<file path="src/rtl/iomem_arbiter_pkg.sv">
// Shared definitions for the two-master memory arbiter: FSM states,
// grant encodings, the timeout read-data default and a saturating helper.
package iomem_arbiter_pkg;

    typedef enum logic [1:0] {
        IDLE = 2'd0,
        BUSY = 2'd1,
        RESP = 2'd2
    } state_e;

    localparam logic [31:0] ERR_RDATA_DEFAULT = 32'hDEAD_BEEF;

    localparam logic [1:0] GRANT_NONE = 2'b00;
    localparam logic [1:0] GRANT_M0   = 2'b01;
    localparam logic [1:0] GRANT_M1   = 2'b10;

    localparam int unsigned WD_W = 8;

    // Increment that sticks at all-ones instead of wrapping.
    function automatic logic [7:0] sat_inc8(input logic [7:0] v);
        return (v == 8'hFF) ? v : v + 8'd1;
    endfunction

endpackage

</file>
<file path="src/rtl/iomem_watchdog.sv">
// Slave-stall watchdog: counts stalled BUSY cycles and flags the cycle in
// which the count would reach the limit, so the caller can abort right then.
module iomem_watchdog
    import iomem_arbiter_pkg::*;
(
    input  logic            clk,
    input  logic            resetn,
    input  logic            clr,
    input  logic            en,
    input  logic [WD_W-1:0] limit,
    output logic            expired
);

    logic [WD_W-1:0] cnt_q;
    logic [WD_W-1:0] cnt_d;

    // Next count: clear wins over increment.
    always_comb begin
        cnt_d = cnt_q;
        if (clr) begin
            cnt_d = '0;
        end else if (en) begin
            cnt_d = cnt_q + 8'd1;
        end
    end

    // Count register.
    always_ff @(posedge clk) begin
        if (!resetn) begin
            cnt_q <= '0;
        end else begin
            cnt_q <= cnt_d;
        end
    end

    // Fires in the stalled cycle whose increment reaches the limit; the
    // counter never runs past the limit because the arbiter leaves BUSY.
    assign expired = en && !clr && ((cnt_q + 8'd1) == limit);

endmodule

</file>
<file path="src/rtl/iomem_arbiter.sv">
// Round-robin arbiter giving two masters access to one shared slave, with a
// stall watchdog that aborts a hung transaction and returns ERR_RDATA.
module iomem_arbiter
    import iomem_arbiter_pkg::*;
#(
    parameter int unsigned TIMEOUT_CYCLES = 255,
    parameter logic [31:0] ERR_RDATA      = ERR_RDATA_DEFAULT
) (
    input  logic        clk,
    input  logic        resetn,
    input  logic        m0_valid,
    input  logic [31:0] m0_addr,
    input  logic [31:0] m0_wdata,
    input  logic [3:0]  m0_wstrb,
    output logic        m0_ready,
    output logic [31:0] m0_rdata,
    input  logic        m1_valid,
    input  logic [31:0] m1_addr,
    input  logic [31:0] m1_wdata,
    input  logic [3:0]  m1_wstrb,
    output logic        m1_ready,
    output logic [31:0] m1_rdata,
    output logic        s_valid,
    output logic [31:0] s_addr,
    output logic [31:0] s_wdata,
    output logic [3:0]  s_wstrb,
    input  logic        s_ready,
    input  logic [31:0] s_rdata,
    output logic [1:0]  grant,
    output logic        timeout_err,
    output logic [7:0]  err_count
);

    localparam logic [WD_W-1:0] WD_LIMIT = WD_W'(TIMEOUT_CYCLES);

    state_e      state_q, state_d;
    logic [1:0]  grant_q, grant_d;
    logic        last_m1_q, last_m1_d;   // 1 when m1 was the last master served
    logic [31:0] rdata_q, rdata_d;
    logic        terr_q, terr_d;         // current RESP is a timeout abort
    logic [7:0]  err_count_q, err_count_d;

    logic        wd_clr;
    logic        wd_en;
    logic        wd_expired;

    iomem_watchdog u_watchdog (
        .clk     (clk),
        .resetn  (resetn),
        .clr     (wd_clr),
        .en      (wd_en),
        .limit   (WD_LIMIT),
        .expired (wd_expired)
    );

    // Next-state and output decode; every output defaults to its idle value.
    always_comb begin
        state_d     = state_q;
        grant_d     = grant_q;
        last_m1_d   = last_m1_q;
        rdata_d     = rdata_q;
        terr_d      = terr_q;
        err_count_d = err_count_q;
        wd_clr      = 1'b0;
        wd_en       = 1'b0;
        s_valid     = 1'b0;
        s_addr      = '0;
        s_wdata     = '0;
        s_wstrb     = '0;
        m0_ready    = 1'b0;
        m1_ready    = 1'b0;
        m0_rdata    = '0;
        m1_rdata    = '0;
        timeout_err = 1'b0;

        case (state_q)
            IDLE: begin
                if (m0_valid || m1_valid) begin
                    state_d = BUSY;
                    wd_clr  = 1'b1;
                    if (m0_valid && m1_valid) begin
                        grant_d = last_m1_q ? GRANT_M0 : GRANT_M1;
                    end else if (m0_valid) begin
                        grant_d = GRANT_M0;
                    end else begin
                        grant_d = GRANT_M1;
                    end
                end
            end

            BUSY: begin
                // The request is taken from the master's live inputs, so a
                // master that drops valid here still completes normally.
                s_valid = 1'b1;
                if (grant_q == GRANT_M1) begin
                    s_addr  = m1_addr;
                    s_wdata = m1_wdata;
                    s_wstrb = m1_wstrb;
                end else begin
                    s_addr  = m0_addr;
                    s_wdata = m0_wdata;
                    s_wstrb = m0_wstrb;
                end
                wd_en = !s_ready;
                if (s_ready) begin
                    rdata_d   = s_rdata;
                    terr_d    = 1'b0;
                    last_m1_d = (grant_q == GRANT_M1);
                    state_d   = RESP;
                end else if (wd_expired) begin
                    rdata_d     = ERR_RDATA;
                    terr_d      = 1'b1;
                    err_count_d = sat_inc8(err_count_q);
                    last_m1_d   = (grant_q == GRANT_M1);
                    state_d     = RESP;
                end
            end

            RESP: begin
                m0_ready    = grant_q[0];
                m1_ready    = grant_q[1];
                m0_rdata    = grant_q[0] ? rdata_q : 32'd0;
                m1_rdata    = grant_q[1] ? rdata_q : 32'd0;
                timeout_err = terr_q;
                state_d     = IDLE;
                grant_d     = GRANT_NONE;
                terr_d      = 1'b0;
            end

            default: begin
                state_d = IDLE;
                grant_d = GRANT_NONE;
            end
        endcase
    end

    // Control state; reset aborts any transaction without a ready pulse.
    always_ff @(posedge clk) begin
        if (!resetn) begin
            state_q     <= IDLE;
            grant_q     <= GRANT_NONE;
            last_m1_q   <= 1'b1;
            terr_q      <= 1'b0;
            err_count_q <= '0;
        end else begin
            state_q     <= state_d;
            grant_q     <= grant_d;
            last_m1_q   <= last_m1_d;
            terr_q      <= terr_d;
            err_count_q <= err_count_d;
        end
    end

    // Response data holding register; only observed while a ready is driven.
    always_ff @(posedge clk) begin
        rdata_q <= rdata_d;
    end

    assign grant     = grant_q;
    assign err_count = err_count_q;

endmodule
</file>
<file path="config.mk">
export PLATFORM = sky130hd
export DESIGN_NAME = iomem_arbiter
export DESIGN_NICKNAME = d
export VERILOG_FILES = /design/src/rtl/iomem_arbiter_pkg.sv /design/src/rtl/iomem_watchdog.sv /design/src/rtl/iomem_arbiter.sv
export SDC_FILE = /design/constraint.sdc
export NUM_CORES = 1
export LEC_CHECK = 0
export ABC_AREA = 1
export BUFFER_PORTS_ARGS = -buffer_cell sky130_fd_sc_hd__buf_2
export CORE_AREA = 2 2 124 126
export CTS_BUF_LIST = sky130_fd_sc_hd__clkbuf_8 sky130_fd_sc_hd__clkbuf_16
export DETAILED_ROUTE_END_ITERATION = 10
export DIE_AREA = 0 0 126 128
export GPL_ROUTABILITY_DRIVEN = 0
export GPL_TIMING_DRIVEN = 0
export SLEW_MARGIN = 25
export SYNTH_ARGS = -nofsm -noshare
export SYNTH_HDL_FRONTEND = slang
export SYNTH_SLANG_ARGS = --single-unit
</file>
<file path="constraint.sdc">
create_clock -name clk -period 2.3 [get_ports clk]
set_input_delay 0.23 -clock clk [delete_from_list [all_inputs] [get_ports clk]]
set_output_delay 0.23 -clock clk [all_outputs]
set_load 0.1 [all_outputs]
</file>
==> results of run 1 <==
## cells in the mapped netlist, types with 3 or more instances
cell type / number
o21ai_0: 75
ha_1: 7
dfxtp_1: 22
nand4_1: 6
nand3_1: 12
nand2_1: 56
or2_2: 26
clkbuf_1: 30
edfxtp_1: 32
nor2_1: 212
xor2_1: 5
a21oi_1: 17
inv_1: 64
nor3_1: 3
## layer usage
layer	up-vias	global-route usage, %
met3	22	3.59
met2	185	33.0
li1	2492	-
met1	2141	21.7
met4	2	5.30
met5	-	0
## power groups by stage
stage	Combinational (mW)	Clock [mW]	Sequential [mW]
5_1_grt	2.37	0.787	1.11
3_3_place_gp	2.10	0	1.13
6_report	2.26	0.728	1.11
3_5_place_dp	2.11	0	1.13
4_1_cts	2.22	0.759	1.11
2_1_floorplan	1.64	0	1.15
## layout by cell type (no fill, tap or decap), drive strengths merged
master      n
o21ai      77
nand4       6
o21bai      1
xor2        5
inv        65
clkbuf     42
clkinvlp    3
o211ai      1
buf       321
nor2      216
nor3b       1
a21oi      17
nor3        3
clkinv      3
nand3      14
or2        26
edfxtp     32
dfxtp      22
ha          7
a31oi       1
nand2      56
## logic make-up after synthesis
| family | count (synthesis) |
|---|---|
| and+or+nand+nor | 322 |
| buffers and inverters | 100 |
| AOI/OAI and AO/OA | 97 |
| DFF | 54 |
| adders and majority gates | 7 |
| xor gates and xnor gates | 5 |
## final timing paths
check	start	endpoint	slack, ns	cells past startpoint
worst max register to register	u_watchdog.cnt_q[1]	rdata_q[8]	0.16	10
worst min-delay path	resetn	last_m1_q	0.18	2
worst min register to register	err_count[1]	err_count[1]	0.46	2
worst max-delay path	grant[1]	s_addr[20]	0.11	7
## flip-flops by register name, summed over array words and instances (netlist names)
name	count
terr_q	1
last_m1_q	1
grant	2
state_q	2
rdata_q	32
u_watchdog.cnt_q	8
err_count	8
## area by class of cell
cell class | count | area, um2
inverters | 67 | 258
repair buffers | 326 | 2050
well taps | 188 | 235
plain buffers | 32 | 176
clock buffers | 5 | 125
flip-flops and latches | 54 | 1410
fillers | 1547 | 7890
clock inverters | 3 | 16.3
repair inverters | 1 | 7.51
multi-input cells | 431 | 2690
## repair_timing
action                     CTS  global route
cloned                       1             0
hold buffers                 0             0
setup endpoints to repair  161           132
gates resized for setup    123            77
pin swaps                    0             3
buffers inserted             4             4
==> reports/summary.md, run 1 <==
After detailed placement, the total cell area comes to 0.00628 mm2. For the maximum operating frequency, the log shows 456 MHz. The overall global routing resource usage was 18.2%. Data on the critical path is required at its endpoint by 2.07 ns. In this run the deepest clock path goes through 2 buffers.

The detail route stage leaves a number of antenna-violating nets equal to 0. The pin count of the biggest net entering global routing is 18. Combinational logic burns 55.2% of the power. The number of hold violations in the final report was 0; the final wirelength was 15.6 mm. The number of DRC violations after detailed routing came out at 0. After detailed routing, the number of vias per cell comes to 4.37.

Max-cap violations in this run came to 0. By area the synthesized netlist is led by edfxtp_1 26%, nor2_1 21%, dfxtp_1 12%. For this block, wires on met1 add up to 6.07 mm. The sum of overflow across all layers after global routing is 0. The worst vdd rail ir drop was 0.342 mV; the via count of the routed design was 4842. The share of synthesized cell area in and, or, nand and nor gates was 35.8%; the multiplexer share of the synthesized area was 0%. The number of DRC violations after detailed-routing iteration 0 came out at 176. The flow ran to the end, and the final reports show no timing, DRC or antenna violations.

The sum of internal, switching and leakage power is 4.09 mW, and the final layout net count is 1098. The tools report the via count of the first global-routing pass as 4567. By area, the combinational part of the netlist is dominated by simple AND/OR/NAND/NOR gates. The number of buffers and inverters on the critical path is 4. The top cell type by area accounts for 25.6% of the synthesized area. Counting flops and latches in the post-synthesis netlist gives 54. The final number of max-transition violations was 0; the cell count after placement was 1091. In this run switching power makes up 50.8% of total power. Signal routing reaches up to met5. The critical path's largest stage delay works out to 0.36 ns. The worst setup path is captured at an output pin. The first global-routing pass estimated 23.5 mm of wire.

On the critical path the largest part of the delay comes from buffers and inverters. The growth of design area from synthesis to finish is 85.6%, and the post-synthesis cell count is 585. The logs give 1 for the number of antenna violations at the first check in global routing and 65.3% for the remaining max-slew budget at the tightest pin. Power spread over the standard cell area amounts to 587 mW/mm2.

The share of synthesized flip-flops with an asynchronous set or reset is 0%. TritonCTS built the clock tree. At the pin with the least slew margin, the transition time is 0.521 ns.

The die covers 0.0161 mm2. Setup TNS after final layout: 0 ns. The signal on the critical path passes through inv_1 > nor2_4 > clkbuf_4 > clkbuf_2 > o21ai_0 > nor2_4 > buf_6. Detailed routing placed a total of 8.16 mm of wire on met2. The tools report the final count of negative-setup-slack endpoints as 0. Type of element launching the critical path: a register. OpenSTA, run right after detailed placement, puts the worst setup slack at -0.375 ns. Sequential cells were found to cover 37.3% of the synthesized design area.

After Yosys synthesis, full adders, half adders and majority gates account for 2.33% of the synthesized area. During I/O placement, the number of pins put on the boundary was 319. Detailed placement ended at an HPWL of 12.7 mm. The xor and xnor area share after synthesis came out at 1.17%.

The smallest clock period supported by the final layout is computed as 2.19 ns. In this design, the critical path's most frequently occurring cell is nor2_4. Clock latency on the worst-skew pair, taken at its later pin, is 0.29 ns. The final cell count without fillers was 1107; the wire length per cell after detailed routing was 14.1 um. The number of buffers created by CTS came out at 5. The min-delay analysis places its worst path in the category in -> reg. The tools report the H-tree depth as 2. The tree built by TritonCTS fans out to 54 sinks. The detailed-router iteration count before antenna repair was 4.

Data on the critical path arrives at its endpoint at 1.96 ns. In the detailed route, the total length drawn on met3 is 1.01 mm. In this run, the clock network consumes 17.8% of the power. Synthesis produced a netlist with a net count of 765. For this configuration, the core starts out at a cell density of 25.3%. Dividing the final minimum period by the clock period gives 95.3%. The synthesized area divided by synthesized cell count is 6.42 um2, and the diode insertion count for antenna repair is 0.

For this run, the share of the core covered by cells in the final layout is 46.9%. For the number of placement rows, the log shows 45. The logs give 0 for the number of warnings printed during yosys synthesis and 3.41 nW for the static leakage power. Measured along the y axis, the die boundary spans 128 um. The post-route netlist has 59.3% of its cells at a drive strength greater than 1. The synthesized design contains 32 enable-type register cells. The floorplan step set the die width to 126 um. Across the routed clock network, the largest skew measured is 0.00804 ns. The internal portion of the total power is 2.01 mW. The most used flip-flop cell after synthesis is edfxtp_1.

Summing every instance area after synthesis gives 0.00376 mm2. In the post-route analysis, the smallest setup slack over all paths is 0.107 ns. For this design the total switching power over the nets is 2.08 mW.

The type of the setup path with the least slack was reg -> out. In this run the worst path has a maximum fanout of 10. Hold is met by 0.184 ns. Clock-pin slew was measured on the worst setup and hold paths at 0.07 ns. Summing the areas of all compound-gate instances in the mapped netlist gives 13.2% of the synthesized area.

The cell with the largest stage delay on the worst path is dfxtp_4. The root buffer cell chosen for the clock tree is clkbuf_16. Per report_power, the sequential group accounts for 27.0% of the total. In this run the tool buffered the top-level ports with 318 buffer cells. Once layout is done, the placed cells without fillers occupy 0.00698 mm2.

The core region is 0.0149 mm2. The largest area contributor in the netlist is edfxtp_1. The count of cell types in the netlist was 28.
No activity file was read; power rests on OpenSTA's default activity.
==> inputs of run 2 (changes only) <==
--- a/config.mk
+++ b/config.mk
@@ -13,6 +13,7 @@
 export DIE_AREA = 0 0 126 128
 export GPL_ROUTABILITY_DRIVEN = 0
 export GPL_TIMING_DRIVEN = 0
+export MAX_ROUTING_LAYER = met4
 export SLEW_MARGIN = 25
 export SYNTH_ARGS = -nofsm -noshare
 export SYNTH_HDL_FRONTEND = slang
==> reports/summary.md, run 2 (synthesis gave the netlist of run 1 again) <==
At the worst endpoint, the arrival time is 1.96 ns. Headroom to the max-slew limit came out at 65.4%. The initialized floorplan defines 45 standard-cell rows. Total I/O pin count: 319. The critical path is of the reg -> out type. For the overall global routing resource usage, the log shows 18.7%. The growth of design area from synthesis to finish was 85.0%.

The tools report the area of the placeable core as 0.0149 mm2. The flow ran to the end, and the final reports show no timing, DRC or antenna violations. The critical register-to-register path endpoint is rdata_q[8].

The run gives 153 as the number of DRC violations after detailed-routing iteration 0. The root buffer cell chosen for the clock tree is clkbuf_16. The total of buffers placed on input and output ports works out to 318. Leaving out fill and tap cells, the most frequent cell in the layout is buf_2. After legalization and detailed placement, the total HPWL measured 12.7 mm. In this run the deepest clock path goes through 2 buffers. For this run, design rule violations remaining after detail routing come to 0. Number of hold violations in the final report: 0. The completed layout was analyzed and its total power is 4.08 mW. The run gives 54 as the clock sink count. Setup repair after global routing could not meet its margin everywhere. The H-tree depth was 2.

The start of the worst register-to-register path was u_watchdog.cnt_q[1]. The number of vias per cell came out at 4.40. Of the cells placed in the final design, the portion with a size suffix greater than 1 is 59.3%. The clock period could shrink to 2.19 ns. The detail route stage leaves a number of antenna-violating nets equal to 0. More flip-flops sit in one register than any other, and that register is rdata_q. The clock insertion delay at the later pin of the skew report was 0.29 ns. Type of element launching the critical path: a register. TritonCTS built the clock tree. The final wirelength came out at 15.6 mm. Leaving out fill and tap cells, the most frequent cells in the layout are 207 x buf_2, 98 x buf_4, 75 x o21ai_0, 75 x nor2_2, 72 x nor2_4.

Before antenna repair, the detailed router went through 4 iterations. The tools report the sum of overflow across all layers after global routing as 0. The die covers 0.0161 mm2. From bottom edge to top edge, the die measures 128 um. The maximum operating frequency is 457 MHz, and the count of buffering cells on the critical path with inverters included is 4. The number of antenna violations at the first check in global routing came out at 1.

Across the whole layout, storage elements account for 0.00141 mm2. Setup TNS after final layout: 0 ns. The endpoint type of the worst setup path was an output pin.

For the pin with the worst max-slew slack, the measured transition is 0.522 ns. The tools report the final count of negative-setup-slack endpoints as 0. Cell family with the largest share of critical-path delay: buffers and inverters. The worst hold margin was 0.186 ns; the worst clock skew was 0.00794 ns. After detailed routing, the average wire length per cell comes to 14.0 um.

The ratio of total power to cell area works out to 587 mW/mm2. The final number of max-transition violations is 0. The cell with the largest stage delay on the worst path was dfxtp_2.

In this design, the critical path's most frequently occurring cell is inv_1. The worst hold path begins at resetn. For the multi-input gate area in the final layout, the log shows 0.00270 mm2. Leaving out filler cells and counting taps, the final layout contains 1108. The via count of the first global-routing pass was 4579; the final layout net count was 1098.

The horizontal die dimension is 126 um. STA puts the critical path data required time at 2.07 ns. The via count of the routed design was 4875. Entering global routing, the biggest net connects 18 pins. The register with the most flip-flops in the layout has 32 of them. The critical path's largest stage delay is 0.38 ns. For the global-route wire length before repair, the log shows 23.5 mm. The worst path uses 95.2% of the clock period. Number of inserted filler cells in the final layout: 1554. Number of cells on the worst reg-to-reg path: 10. The worst hold path terminates at last_m1_q. The worst hold path was traced through 2 stages. The number of placed instances, taps included, is 1091. In this run the worst hold path is classified as in -> reg. VDD sags by at most 0.340 mV.

Max-cap violations in this run came to 0. Summed over all cells, the static leakage comes to 3.40 nW. The signal on the critical path passes through inv_1 > ha_1 > nand2_1 > buf_2 > inv_1 > clkbuf_4. Clock-pin slew was measured on the worst setup and hold paths at 0.07 ns. The internal reg-to-reg setup slack is 0.17 ns.

The tools report the final core utilization as 46.8%. The number of buffers created by CTS is 5. Of all nets on the critical path, the largest fanout is 10. Once the floorplan was initialized, standard cells occupied 25.3% of the core.
[run 2: changes by cell type in the layout (fill, tap and decap cells not counted), sizes merged]
cell,previous run,this run
buf,321,322
clkbuf,42,41
diode,0,1
[run 2: how the worst max path moves through the flow]
stage | start | end | slack (ns) | cells past startpoint
final | state_q[0] | m0_ready | 0.11 | 6
after global routing | grant[1] | s_addr[0] | -0.007 | 6
after CTS | grant[1] | s_addr[8] | 0.0003 | 6
after detailed placement | grant[1] | s_addr[20] | -0.38 | 7
after global placement | grant[1] | s_addr[20] | -0.40 | 7
after floorplan | state_q[1] | rdata_q[0] | 0.007 | 12
[run 2: final cells by class]
class	instances	area share (%)
timing repair inverter	1	0.108
clock buffer	5	1.80
timing repair buffer	326	29.2
buffer	32	2.48
clock inverter	3	0.234
multi-input combinational	431	38.8
antenna	1	0.0360
tap	188	3.38
sequential	54	20.3
inverter	67	3.71
[run 2: worst register-to-register path, cell delays in order, from the launching register on]
cell and delay, ns:
dfxtp_1 0.42, ha_2 0.26, nand3_1 0.10, o21bai_1 0.13, nand2_1 0.11, nor2_4 0.20
nand2_1 0.10, nand2_1 0.10, nand2_2 0.13, clkinvlp_4 0.15, buf_4 0.14
[run 2: routing by layer]
metal | vias up | track usage, % | share of wire (%)
met5 | - | - | 0
met4 | 0 | 5.30 | 2.1
met3 | 20 | 2.30 | 4.9
met2 | 186 | 32.9 | 52
met1 | 2173 | 22.5 | 41
li1 | 2496 | - | -
[run 2: through the flow]
stage	setup slack [ns]	instance area [um2]
final	0.111	6950
after global routing	-0.00749	6950
after CTS	0.000306	6790
after detailed placement	-0.375	6280
after global placement	-0.402	6280
after floorplan	0.00730	4450
[run 2: power by group]
| group | switching, mW | internal, mW |
|---|---|---|
| clock network | 0.328 | 0.398 |
| logic | 1.72 | 0.527 |
| registers | 0.0257 | 1.08 |
| total | 2.08 | 2.01 |
[run 2: timing repair]
item,in CTS,in global routing
gates resized for setup,123,69
pin swaps,0,3
cloned,1,0
setup buffers,4,4
hold buffers,0,0
setup endpoints to repair,161,135
endpoints found under the hold margin,0,0
==> inputs of run 3 (changes only) <==
==> constraint.sdc (replaced) <==
create_clock -name clk -period 2.1 [get_ports clk]
set_input_delay 0.21 -clock clk [delete_from_list [all_inputs] [get_ports clk]]
set_output_delay 0.21 -clock clk [all_outputs]
set_load 0.1 [all_outputs]
==> reports/summary.md, run 3 (synthesis gave the netlist of run 1 again) <==
The flow ran to the end, and the final reports show no timing, DRC or antenna violations. The routed design has 15.7 mm of wire. After detailed routing, the average wire length per cell comes to 14.1 um. The register with the most flip-flops in the layout has 32 of them. The logs give 203 for the number of DRC violations after detailed-routing iteration 0 and 45 for the number of placement rows. Static timing analysis puts the maximum clock frequency at 478 MHz.

The clock drives 54 sinks. The placed wire-length estimate was 12.3 mm. The static leakage power came out at 3.58 nW. Leaving out fill and tap cells, the most frequent cell in the layout is buf_2. Setup repair after global routing could not meet its margin everywhere.

For this run the aggregate overflow at the end of global routing stands at 0. The run gives 22.8 mm as the global-route wire length before repair. Subtracting the final worst setup slack from the clock period gives 2.09 ns. The worst hold margin came out at 0.171 ns. From left edge to right edge, the die measures 126 um. The via count of the first global-routing pass was 4353. Clock skew on the completed layout was measured at 0.00183 ns.

The remaining max-slew budget at the tightest pin was 62.4%; the growth of design area from synthesis to finish was 104%. Of the cells placed in the final design, the portion with a size suffix greater than 1 is 64.4%. The maximum clock insertion buffer count is 2, and the number of nets with antenna violations after detailed routing is 0. For the number of inserted filler cells in the final layout, the log shows 1486. The run gives 0.424 mV as the worst vdd rail ir drop. Number of DRC violations after detailed routing: 0. The run gives 1.89 ns as the worst endpoint required time. The run gives 0.00768 mm2 as the finished layout cell area. The run gives 0 as the final number of max-transition violations. Once the floorplan was initialized, standard cells occupied 25.3% of the core. In the finished design, the share of the clock period the worst path needs comes to 99.6%. The total cell area at the placement stage was 0.00640 mm2; the highest fanout seen on the critical path was 10. The logs give 0 for the final count of negative-setup-slack endpoints and 18 for the pin count of the biggest net entering global routing. The number of clock buffers added by TritonCTS is 5.

In this run the standard cell core region covers 0.0149 mm2. The data arrival time of the critical path was 1.88 ns; the total I/O pin count was 319. Leaving out fill and tap cells, the most frequent cells in the layout are 192 x buf_2, 97 x nor2_4, 95 x buf_4. Number of hold violations in the final report: 0. After the last flow step, the layout net total stands at 1106. The routed layout has 4891 vias.

The first TritonRoute pass finished after 4 iterations. The worst setup path is launched from a register. The H-tree depth is 2.

The number of vias per cell works out to 4.38. The setup path with the least slack is of type reg -> out. TritonCTS built the clock tree. The die covers 0.0161 mm2. Summing internal, switching and leakage power gives 4.75 mW. The die is 128 um tall. For the number of antenna violations at the first check in global routing, the log shows 1.

Port buffering added 318 buffers. The top register by number of flip-flops was rdata_q. Clock latency on the worst-skew pair, taken at its later pin, is 0.29 ns. The cell sitting at the root of the clock tree is a clkbuf_16.

Power spread over the standard cell area amounts to 618 mW/mm2. Across the run, the number of max-cap violations was 0. Clock-pin slew was measured on the worst setup and hold paths at 0.07 ns. The min-delay analysis places its worst path in the category in -> reg.

At the pin with the least slew margin, the transition time is 0.563 ns. The worst setup path is captured at an output pin. Global routing consumed, over all layers together, 18.1% of the routing resources. The number of hold buffers added after CTS is 0, and the setup TNS after final layout is 0 ns.
-- run 3: repair_timing --
| item | in CTS | in global routing |
|---|---|---|
| pin swaps | 1 | 5 |
| endpoints found under the setup margin | 161 | 159 |
| buffers inserted | 4 | 9 |
| gates cloned | 1 | 2 |
| resized for setup | 201 | 150 |
-- run 3: per-stage QoR --
step	setup slack (ns)	std cells	utilization, %
2_1_floorplan	-0.178	585	-
3_3_place_gp	-0.374	1091	43.1
3_5_place_dp	-0.395	1091	43.1
4_1_cts	-0.0760	1104	48.1
5_1_grt	-0.109	1116	51.7
6_report	0.00929	1116	51.7
-- run 3: area by class of cell --
class / instances / area (um2) / share of cell area (%)
sequential: 54 / 1420 / 18.5
clock buffer: 5 / 125 / 1.63
timing repair inverter: 1 / 7.51 / 0.0977
inverter: 67 / 260 / 3.39
clock inverter: 3 / 16.3 / 0.212
multi-input combinational: 431 / 2920 / 38.0
tap: 188 / 235 / 3.06
timing repair buffer: 333 / 2450 / 31.9
antenna: 1 / 2.50 / 0.0326
buffer: 33 / 244 / 3.17
-- run 3: power by group --
group,switching [mW],total [mW],internal (mW)
clock,0.374,0.809,0.435
sequential,0.0296,1.21,1.18
combinational,1.96,2.73,0.771
total,2.36,4.75,2.39
-- run 3: worst paths after layout --
kind | start | end | slack (ns) | cells past startpoint
max | state_q[0] | m1_ready | 0.009 | 6
max reg2reg | state_q[1] | rdata_q[6] | 0.03 | 13
min | s_rdata[17] | rdata_q[17] | 0.17 | 3
min reg2reg | err_count[1] | err_count[1] | 0.48 | 2
-- run 3: metal layers --
layer	up-vias	global-route usage (%)	share of wire, %
met4	0	5.56	1.6
met1	2178	20.2	36
met3	14	4.13	7.7
li1	2512	-	-
met2	187	32.4	54
met5	-	-	0
-- run 3: critical path: stages (launching register included) --
cell	delay (ns)
dfxtp_2	0.38
inv_1	0.07
ha_1	0.24
nand2_1	0.28
clkbuf_4	0.32
inv_1	0.06
buf_4	0.23
